[src/rtl/fir_filter.sv]
// Direct-form FIR on a signed sample stream, with fixed coefficients and a saturated, registered output.
// Latency is 1 cycle from x_in to y_out. There is no backpressure: one sample is consumed on every clock edge.
module fir_filter #(
  parameter int N_TAPS = 8,
  parameter int DATA_W = 8,
  parameter int COEF_W = 8,
  parameter int OUT_W  = 16,
  parameter logic signed [N_TAPS*COEF_W-1:0] COEFFS =
    {8'sd1, 8'sd3, 8'sd7, 8'sd12, 8'sd12, 8'sd7, 8'sd3, 8'sd1}
) (
  input  logic                     clk,
  input  logic                     rst,
  input  logic signed [DATA_W-1:0] x_in,
  output logic signed [OUT_W-1:0]  y_out
);

  localparam int PROD_W = DATA_W + COEF_W;
  localparam int ACC_W  = PROD_W + $clog2(N_TAPS);
  localparam int EXT_W  = (ACC_W > OUT_W) ? ACC_W : OUT_W;

  // Output clip limits, widened so they can be compared against the accumulator.
  localparam logic signed [EXT_W-1:0] Y_MAX = {{(EXT_W-OUT_W+1){1'b0}}, {(OUT_W-1){1'b1}}};
  localparam logic signed [EXT_W-1:0] Y_MIN = {{(EXT_W-OUT_W+1){1'b1}}, {(OUT_W-1){1'b0}}};

  logic signed [DATA_W-1:0] d_q [N_TAPS-1];
  logic signed [DATA_W-1:0] d_d [N_TAPS-1];
  logic signed [DATA_W-1:0] tap [N_TAPS];
  logic signed [PROD_W-1:0] prod;
  logic signed [ACC_W-1:0]  acc;
  logic signed [EXT_W-1:0]  acc_ext;
  logic signed [OUT_W-1:0]  y_q;
  logic signed [OUT_W-1:0]  y_d;

  always_comb begin
    tap[0] = x_in;
    d_d[0] = x_in;
    for (int k = 1; k < N_TAPS; k++) begin
      tap[k] = d_q[k-1];
    end
    for (int k = 1; k < N_TAPS-1; k++) begin
      d_d[k] = d_q[k-1];
    end
  end

  always_comb begin
    acc  = '0;
    prod = '0;
    for (int k = 0; k < N_TAPS; k++) begin
      prod = PROD_W'(tap[k]) * PROD_W'($signed(COEFFS[k*COEF_W +: COEF_W]));
      acc  = acc + ACC_W'(prod);
    end
    acc_ext = EXT_W'(acc);
    if (acc_ext > Y_MAX) begin
      y_d = Y_MAX[OUT_W-1:0];
    end else if (acc_ext < Y_MIN) begin
      y_d = Y_MIN[OUT_W-1:0];
    end else begin
      y_d = acc_ext[OUT_W-1:0];
    end
  end

  always_ff @(posedge clk or posedge rst) begin
    if (rst) begin
      for (int k = 0; k < N_TAPS-1; k++) begin
        d_q[k] <= '0;
      end
      y_q <= '0;
    end else begin
      for (int k = 0; k < N_TAPS-1; k++) begin
        d_q[k] <= d_d[k];
      end
      y_q <= y_d;
    end
  end

  assign y_out = y_q;

endmodule

[config.mk]
export PLATFORM = sky130hd
export DESIGN_NAME = fir_filter
export DESIGN_NICKNAME = d
export VERILOG_FILES = /design/src/rtl/fir_filter.sv
export SDC_FILE = /design/constraint.sdc
export NUM_CORES = 1
export LEC_CHECK = 0
export ABC_AREA = 0
export CAP_MARGIN = 30
export CORE_MARGIN = 2
export CORE_UTILIZATION = 25
export CTS_BUF_LIST = sky130_fd_sc_hd__clkbuf_4 sky130_fd_sc_hd__clkbuf_8 sky130_fd_sc_hd__clkbuf_16
export DETAILED_ROUTE_END_ITERATION = 8
export SKIP_CTS_REPAIR_TIMING = 1
export SLEW_MARGIN = 20
export SYNTH_ARGS = -nofsm -noshare
export SYNTH_HDL_FRONTEND = slang
export SYNTH_SLANG_ARGS = --single-unit
[constraint.sdc]
create_clock -name clk -period 17.5 [get_ports clk]
set_input_delay 3.5 -clock clk [delete_from_list [all_inputs] [get_ports clk]]
set_output_delay 3.5 -clock clk [all_outputs]
set_load 0.1 [all_outputs]
* After elaboration in Yosys (flattened, before gate mapping)
Cells that the tools add are included.
Cells by class: add/sub/neg operators 7, $mul 6, $lt $le $gt $ge 2, muxes and demuxes 2
Operators by type and width (count):
- 8-bit by 3-bit multiplier with 11-bit output, second input constant | 4
- 16-bit two-way mux | 2
- 8-bit by 4-bit multiplier with 12-bit output, second input constant | 2
- 17-bit by 8-bit adder with 18-bit output | 1
- 18-bit by 16-bit greater-than comparator with 1-bit output, second input constant | 1
- 18-bit by 16-bit < comparator with 1-bit output, second input constant | 1
- 16-bit by 11-bit adder with 17-bit output | 1
- 15-bit by 12-bit adder with 16-bit output | 1
- 14-bit by 13-bit adder with 15-bit output | 1
- 13-bit by 13-bit adder with 14-bit output | 1
- 12-bit by 12-bit adder with 13-bit output | 1
- 8-bit by 11-bit adder with 12-bit output | 1
Storage, ports and cells: register bits 72, bits of input ports 10, output and inout bits 16, word-level logic and storage cells 25

* Logic depth before layout (Yosys ltp)
Gate-level depths: netlist (run 1).
depth in word-level cells 11, mapped depth 29, mapped depth without buffers 28

* Worst setup path after synthesis (run 1)
No wires, ideal clock.
path kind input -> register, start input port x_in[7], end register y_q[7] (netlist: y_out[7]), library setup time 126 ps, arrival 8555 ps, data required time 17374 ps, slack 8819 ps, cell stages on the path 19, buffers on the path 1, cells stage by stage inv_1 > fa_1 > fa_1 > fa_1 > fa_1 > inv_1 > fa_1 > inv_1 > fa_1 > inv_1 > ha_1 > a21o_2 > a221oi_2 > a21bo_2 > and4b_1 > a211o_2 > o21ai_2 > buf_6 > a31oi_1
On the way: longest elaborated chain between the ends 10, elaborated cells on any way between the ends 11, classes of those cells add/sub (7); order compare (2); mux (2)
Ends and longest elaborated chain:
- from (decl) | RTL line 13 | input logic signed [DATA_W-1:0] x_in,
- 8-bit by 11-bit adder with 12-bit output * | RTL line 50 | acc = acc + ACC_W'(prod);
- 12-bit by 12-bit adder with 13-bit output * | RTL line 50
- 13-bit by 13-bit adder with 14-bit output * | RTL line 50
- 14-bit by 13-bit adder with 15-bit output * | RTL line 50
- 15-bit by 12-bit adder with 16-bit output * | RTL line 50
- 16-bit by 11-bit adder with 17-bit output * | RTL line 50
- 17-bit by 8-bit adder with 18-bit output * | RTL line 50
- 18-bit by 16-bit < comparator with 1-bit output | RTL line 55 | end else if (acc_ext < Y_MIN) begin
- 16-bit two-way mux | RTL line 55
- 16-bit two-way mux * | RTL line 53 | if (acc_ext > Y_MAX) begin
- net y_d[7] | RTL line 32 | logic signed [OUT_W-1:0] y_d;
- to (signal assigned) | RTL line 72 | y_q <= y_d;
- to (decl) | RTL line 31 | logic signed [OUT_W-1:0] y_q;
The timed path passes the listed nets; every way through them passes the cells marked *.

* Final worst setup path (run 1)
start input port x_in[7], end register y_q[0] (netlist: y_out[0])
The elaborated chain is that of the path after synthesis.

==> results_dict.tcl, run 1 <==
set metrics [dict create \
    run_status "completed" \
    maxCapViolations 0 \
    yosysSeqAreaShare_pct 25.72 \
    fp.dieW_um 171.4 \
    critPathLaunchType "input port" \
    cpLargestDelayFamily "adder cells" \
    setup_viol 0 \
    yosys_warnings 0 \
    fin_nets 870 \
    via_count 3952 \
    rr_worst_depth 24 \
    cpMaxStageDelayCell "clkdlybuf4s50_1" \
    cts_htree_levels 3 \
    antenna_cells 0 \
    avgViaCountPerCell 3.829 \
    final-hold-violation-count 0 \
    synth_top_area_share_pct 33.44 \
    place_congestion 0.8008 \
    overflow 0 \
    worstSetupEndpointType "flop" \
    synth_top_flop_cell "dfrtp_1" \
    wl_per_cell_um 12.59 \
    cts_buffers 9 \
    critPathBufInv 5 \
    ant_nets 0 \
    clkTransAtPathRegs_ps 60 \
    grt_start_max_net_pins 73 \
    core_area_mm2 0.02771 \
    hold_class "reg2reg" \
    rows 61 \
    grt_most_used_layer "met2" \
    cp_data_arrival_time_ps 9550 \
    worstPathCellList "clkdlybuf4s50_1 > inv_1 > fa_1 > fa_1 > fa_1 > fa_1 > inv_1 > fa_1 > inv_1 > fa_1 > inv_1 > ha_1 > a21o_2 > a221oi_2 > a21bo_2 > and4b_1 > a211o_2 > o21ai_2 > a21oi_1" \
    synthTopCellsByArea "fa_1 33%, dfrtp_1 26%, ha_1 17%" \
    port_buffers 25 \
    antenna_found_initial 0 \
    drt_wl_total_um 12990 \
    start_util_pct 25.28 \
    worstSetupPathType "in2reg" \
    synth_area_mm2 0.007004 \
    io_pins 26 \
    drive_above_1_share_pct 4.740 \
    cts_root_buffer "clkbuf_16" \
    worstMarginPinSlew_ps 993.3 \
    synth_edf_count 0 \
    rsz0062_at_grt "no" \
    synthTopCellsByCount "189 x inv_1, 117 x fa_1, 93 x ha_1" \
    holdPathStages 0 \
    dieHeight_um 171.4 \
    fin_crit_sh_pct 53.40 \
    slew_viol_final 0 \
    dpl.hpwl_um 10890 \
    path_depth 19 \
    areaGrowthSynthToFinish_pct 14.36 \
    cpMostUsedCell "fa_1" \
    syn_inst 617 \
    grt_use_met2_pct 16.99 \
    clock_latency_ps 350 \
    ys_ff_latch 72 \
    cp_max_fo 12 \
    cp.required_ps 17710 \
    tritoncts "done" \
    met3_usage_pct 2.140 \
    dieArea_mm2 0.02937 \
    route.detailed.drc 0 \
    period_minus_slack_ps 9346 \
    met1_usage_pct 13.19 \
    clockBufferDepth 2 \
    async_flop_share_pct 100.0 \
    tns_ps 0 \
    grt_pass1_wl_um 22910 \
    synth_cell_types 49 \
    dr.pass1.iters 4 \
    clock_sinks 72 \
    post-synth-top-count-cell "inv_1" \
    slew_headroom_pct 33.58 \
    grt_pass1_vias 4555 \
    fmax_mhz 107.0 \
    synth_area_per_cell_um2 11.35 \
    drt_iter0_drc 112 \
    grt_usage_pct 10.11 \
    cpPeakStageDelay_ps 570 \
    skew_ps 7.176 \
    syn_nets 837 \
    yosysTopAreaCell "fa_1" \
]
[worst register-to-register path: stages (launching register included)]
cell,delay (ps)
dfrtp_1,400
ha_1,300
ha_1,240
fa_1,410
a21oi_1,190
nor2_1,60
nor2_1,170
o21bai_1,90
a21oi_1,200
nand2b_1,150
xnor2_1,170
fa_1,520
fa_1,530
inv_1,80
fa_1,520
fa_1,570
fa_1,560
inv_1,40
ha_1,360
a21oi_1,320
o21ai_0,240
a211o_1,340
a211o_2,400
o21ai_2,410
a21oi_1,140
[cells in the final DEF (no fill, tap or decap), types with 10 or more instances in the layout]
| cell type | count |
|---|---|
| inv_1 | 188 |
| fa_1 | 117 |
| ha_1 | 93 |
| xor2_1 | 11 |
| a21o_1 | 10 |
| xnor2_1 | 13 |
| clkdlybuf4s50_1 | 25 |
| o21ai_0 | 10 |
| dfrtp_1 | 72 |
| a21oi_1 | 31 |
[flip-flops by register name (all words and copies together), names as in the netlist]
register	count
y_out	16
d_d	48
d_q	8
[per-stage QoR]
stage,utilization (%),cells,cell area [um2],setup WS (ps),hold slack (ps)
after global routing,28.91,1032,8010,7867,392.7
after floorplan,-,617,7004,8819,353.7
after detailed placement,27.81,1016,7704,7782,363.3
after global placement,27.81,1016,7704,7906,359.2
final,28.91,1032,8010,8154,375.1
after CTS,28.84,1031,7990,8159,377.8
[final timing paths]
| kind | from | end | slack, ps |
|---|---|---|---|
| min reg2reg | d_d[6]$_DFF_PP0_ | d_q[6]$_DFF_PP0_ | 380 |
| max in group asynchronous | rst | d_d[31]$_DFF_PP0_ | 13380 |
| min | d_d[6]$_DFF_PP0_ | d_q[6]$_DFF_PP0_ | 380 |
| max | x_in[7] | y_out[0]$_DFF_PP0_ | 8150 |
| min in group asynchronous | rst | d_q[1]$_DFF_PP0_ | 3550 |
| max reg2reg | d_d[17]$_DFF_PP0_ | y_out[0]$_DFF_PP0_ | 9920 |
[metal layers]
metal,wire length [um],vias to the layer above
met1,6133,1966
met4,183,0
met5,0,-
met3,272,11
met2,6398,25
li1,-,1950
[logic make-up after synthesis]
logic type      after synthesis  synth area share [%]
compound gates               75                 7.306
xor+xnor                     24                 3.001
simple gates                 42                 3.341
buf+inv                     194                 10.58
flops                        72                 25.72
fa+ha+maj                   210                 50.05
[layout make-up]
cell class | instances | area, um2
timing repair buffer | 27 | 277.8
fill | 2853 | 19700
clock buffer | 9 | 225.2
sequential | 72 | 1802
multi-input combinational | 351 | 4462
inverter | 189 | 709.4
clock inverter | 6 | 61.31
tap | 378 | 473.0
Power of run 1 is not shown: default switching activity piles up to over one toggle a cycle in this logic, so the estimate is an artifact.
==> run 2, diff against run 1 <==
==> constraint.sdc (replaced) <==
create_clock -name clk -period 8.4 [get_ports clk]
set_input_delay 1.68 -clock clk [delete_from_list [all_inputs] [get_ports clk]]
set_output_delay 1.68 -clock clk [all_outputs]
set_load 0.1 [all_outputs]
==> results_dict.tcl, run 2 (synthesized netlist as in run 1, its figures left out) <==
set metrics [dict create \
    antenna_cells 0 \
    largest_reg_flops 48 \
    antenna_found_initial 0 \
    layout_commonest_cell "inv_1" \
    pre_cts_ws_ps 502.8 \
    clkTransAtPathRegs_ps 60 \
    drt_wl_total_um 13150 \
    hold_class "reg2reg" \
    cts_htree_levels 3 \
    final-hold-violation-count 0 \
    fin_area_mm2 0.007980 \
    cts_root_buffer "clkbuf_16" \
    cp.required_ps 8600 \
    port_buffers 25 \
    io_pins 26 \
    wl_per_cell_um 12.75 \
    grt_start_max_net_pins 73 \
    rr_worst_depth 24 \
    dpl.hpwl_um 10900 \
    worst_r2r_endpoint "y_out[14]$_DFF_PP0_" \
    slew_viol_final 0 \
    core_area_mm2 0.02771 \
    cp_data_arrival_time_ps 7820 \
    clock_latency_ps 340 \
    slew_headroom_pct 33.70 \
    ant_nets 0 \
    maxCapViolations 0 \
    layout_setup_ws_ps 778.3 \
    cp_max_fo 12 \
    overflow 0 \
    hp-start "d_d[4]$_DFF_PP0_" \
    rows 61 \
    place_congestion 0.8008 \
    clock_sinks 72 \
    skew_ps 6.343 \
    worstSetupPathType "reg2reg" \
    drt_iter0_drc 144 \
    fin_crit_sh_pct 90.73 \
    grt_usage_pct 10.20 \
    holdPathStages 0 \
    fmax_mhz 131.2 \
    grt_pass1_wl_um 23160 \
    avgViaCountPerCell 3.866 \
    dieArea_mm2 0.02937 \
    cts_buffers 9 \
    start_util_pct 25.28 \
    r2r_slack_ps 780 \
    rsz0062_at_grt "no" \
    final_cell_mix "188 x inv_1, 117 x fa_1, 93 x ha_1" \
    areaGrowthSynthToFinish_pct 13.93 \
    dr.pass1.iters 4 \
    clockBufferDepth 2 \
    fp.dieW_um 171.4 \
    critPathLaunchType "flop" \
    dieHeight_um 171.4 \
    drive_above_1_share_pct 4.594 \
    fin_nets 870 \
    rr_startpoint "d_d[17]$_DFF_PP0_" \
    tns_ps 0 \
    grt_pass1_vias 4596 \
    setup_viol 0 \
    run_status "completed" \
    postPlaceCellArea_mm2 0.007704 \
    period_minus_slack_ps 7622 \
    worstSetupEndpointType "flop" \
    worstMarginPinSlew_ps 991.4 \
    min_to "d_q[4]$_DFF_PP0_" \
    route.detailed.drc 0 \
    via_count 3986 \
    tritoncts "done" \
]
## run 2: changes by cell type in the layout (fill, tap and decap cells not counted), sizes merged
cell      before  now
bufinv         1    0
clkbuf         9   10
clkinvlp       1    0
## run 2: through the flow
stage	util, %	hold slack (ps)	instances
after floorplan	-	353.7	617
after global placement	27.81	359.2	1016
after detailed placement	27.81	363.3	1016
after CTS	28.73	376.4	1030
after global routing	28.80	392.6	1031
final	28.80	371.3	1031
## run 2: cell type report
type                    count  area (um2)
clock buffers              10       232.7
clock inverters             4       23.77
fillers                  2857       19730
inverters                 189       709.4
multi-input cells         351        4462
flip-flops and latches     72        1802
well taps                 378       473.0
repair buffers             27       277.8
## run 2: worst max-delay path by stage
stage / startpoint / to / slack, ps / cells past startpoint
final: d_d[17]$_DFF_PP0_ / y_out[14]$_DFF_PP0_ / 780 / 24
after global routing: d_d[17]$_DFF_PP0_ / y_out[3]$_DFF_PP0_ / 260 / 24
after CTS: d_d[17]$_DFF_PP0_ / y_out[0]$_DFF_PP0_ / 760 / 24
after detailed placement: x_in[7] / y_out[14]$_DFF_PP0_ / 500 / 19
after global placement: x_in[7] / y_out[7]$_DFF_PP0_ / 630 / 19
after floorplan: x_in[7] / y_out[7]$_DFF_PP0_ / 1540 / 19
## run 2: metal layers
layer  part of all wire [%]  vias up  global-route usage, %
li1                       -     1946                      -
met1                     46     1983                  13.40
met2                     50       41                  17.20
met3                    2.2       16                  1.634
met4                    1.7        0                  3.279
met5                      0        -                      0
## run 2: critical path, cell delays in order, from the launching register on
cell and delay [ps]:
dfrtp_1 410, ha_1 300, ha_1 240, fa_1 410, a21oi_1 180, nor2_1 60, nor2_1 180, o21bai_1 90
a21oi_1 200, nand2b_1 150, xnor2_1 170, fa_1 530, fa_1 530, inv_1 80, fa_1 520, fa_1 570
fa_1 550, inv_1 40, ha_1 370, a21oi_1 320, o21ai_0 250, a211o_1 340, a211o_2 400, o21ai_2 440
a21oi_1 150
Power of run 2 is left out for the same reason.
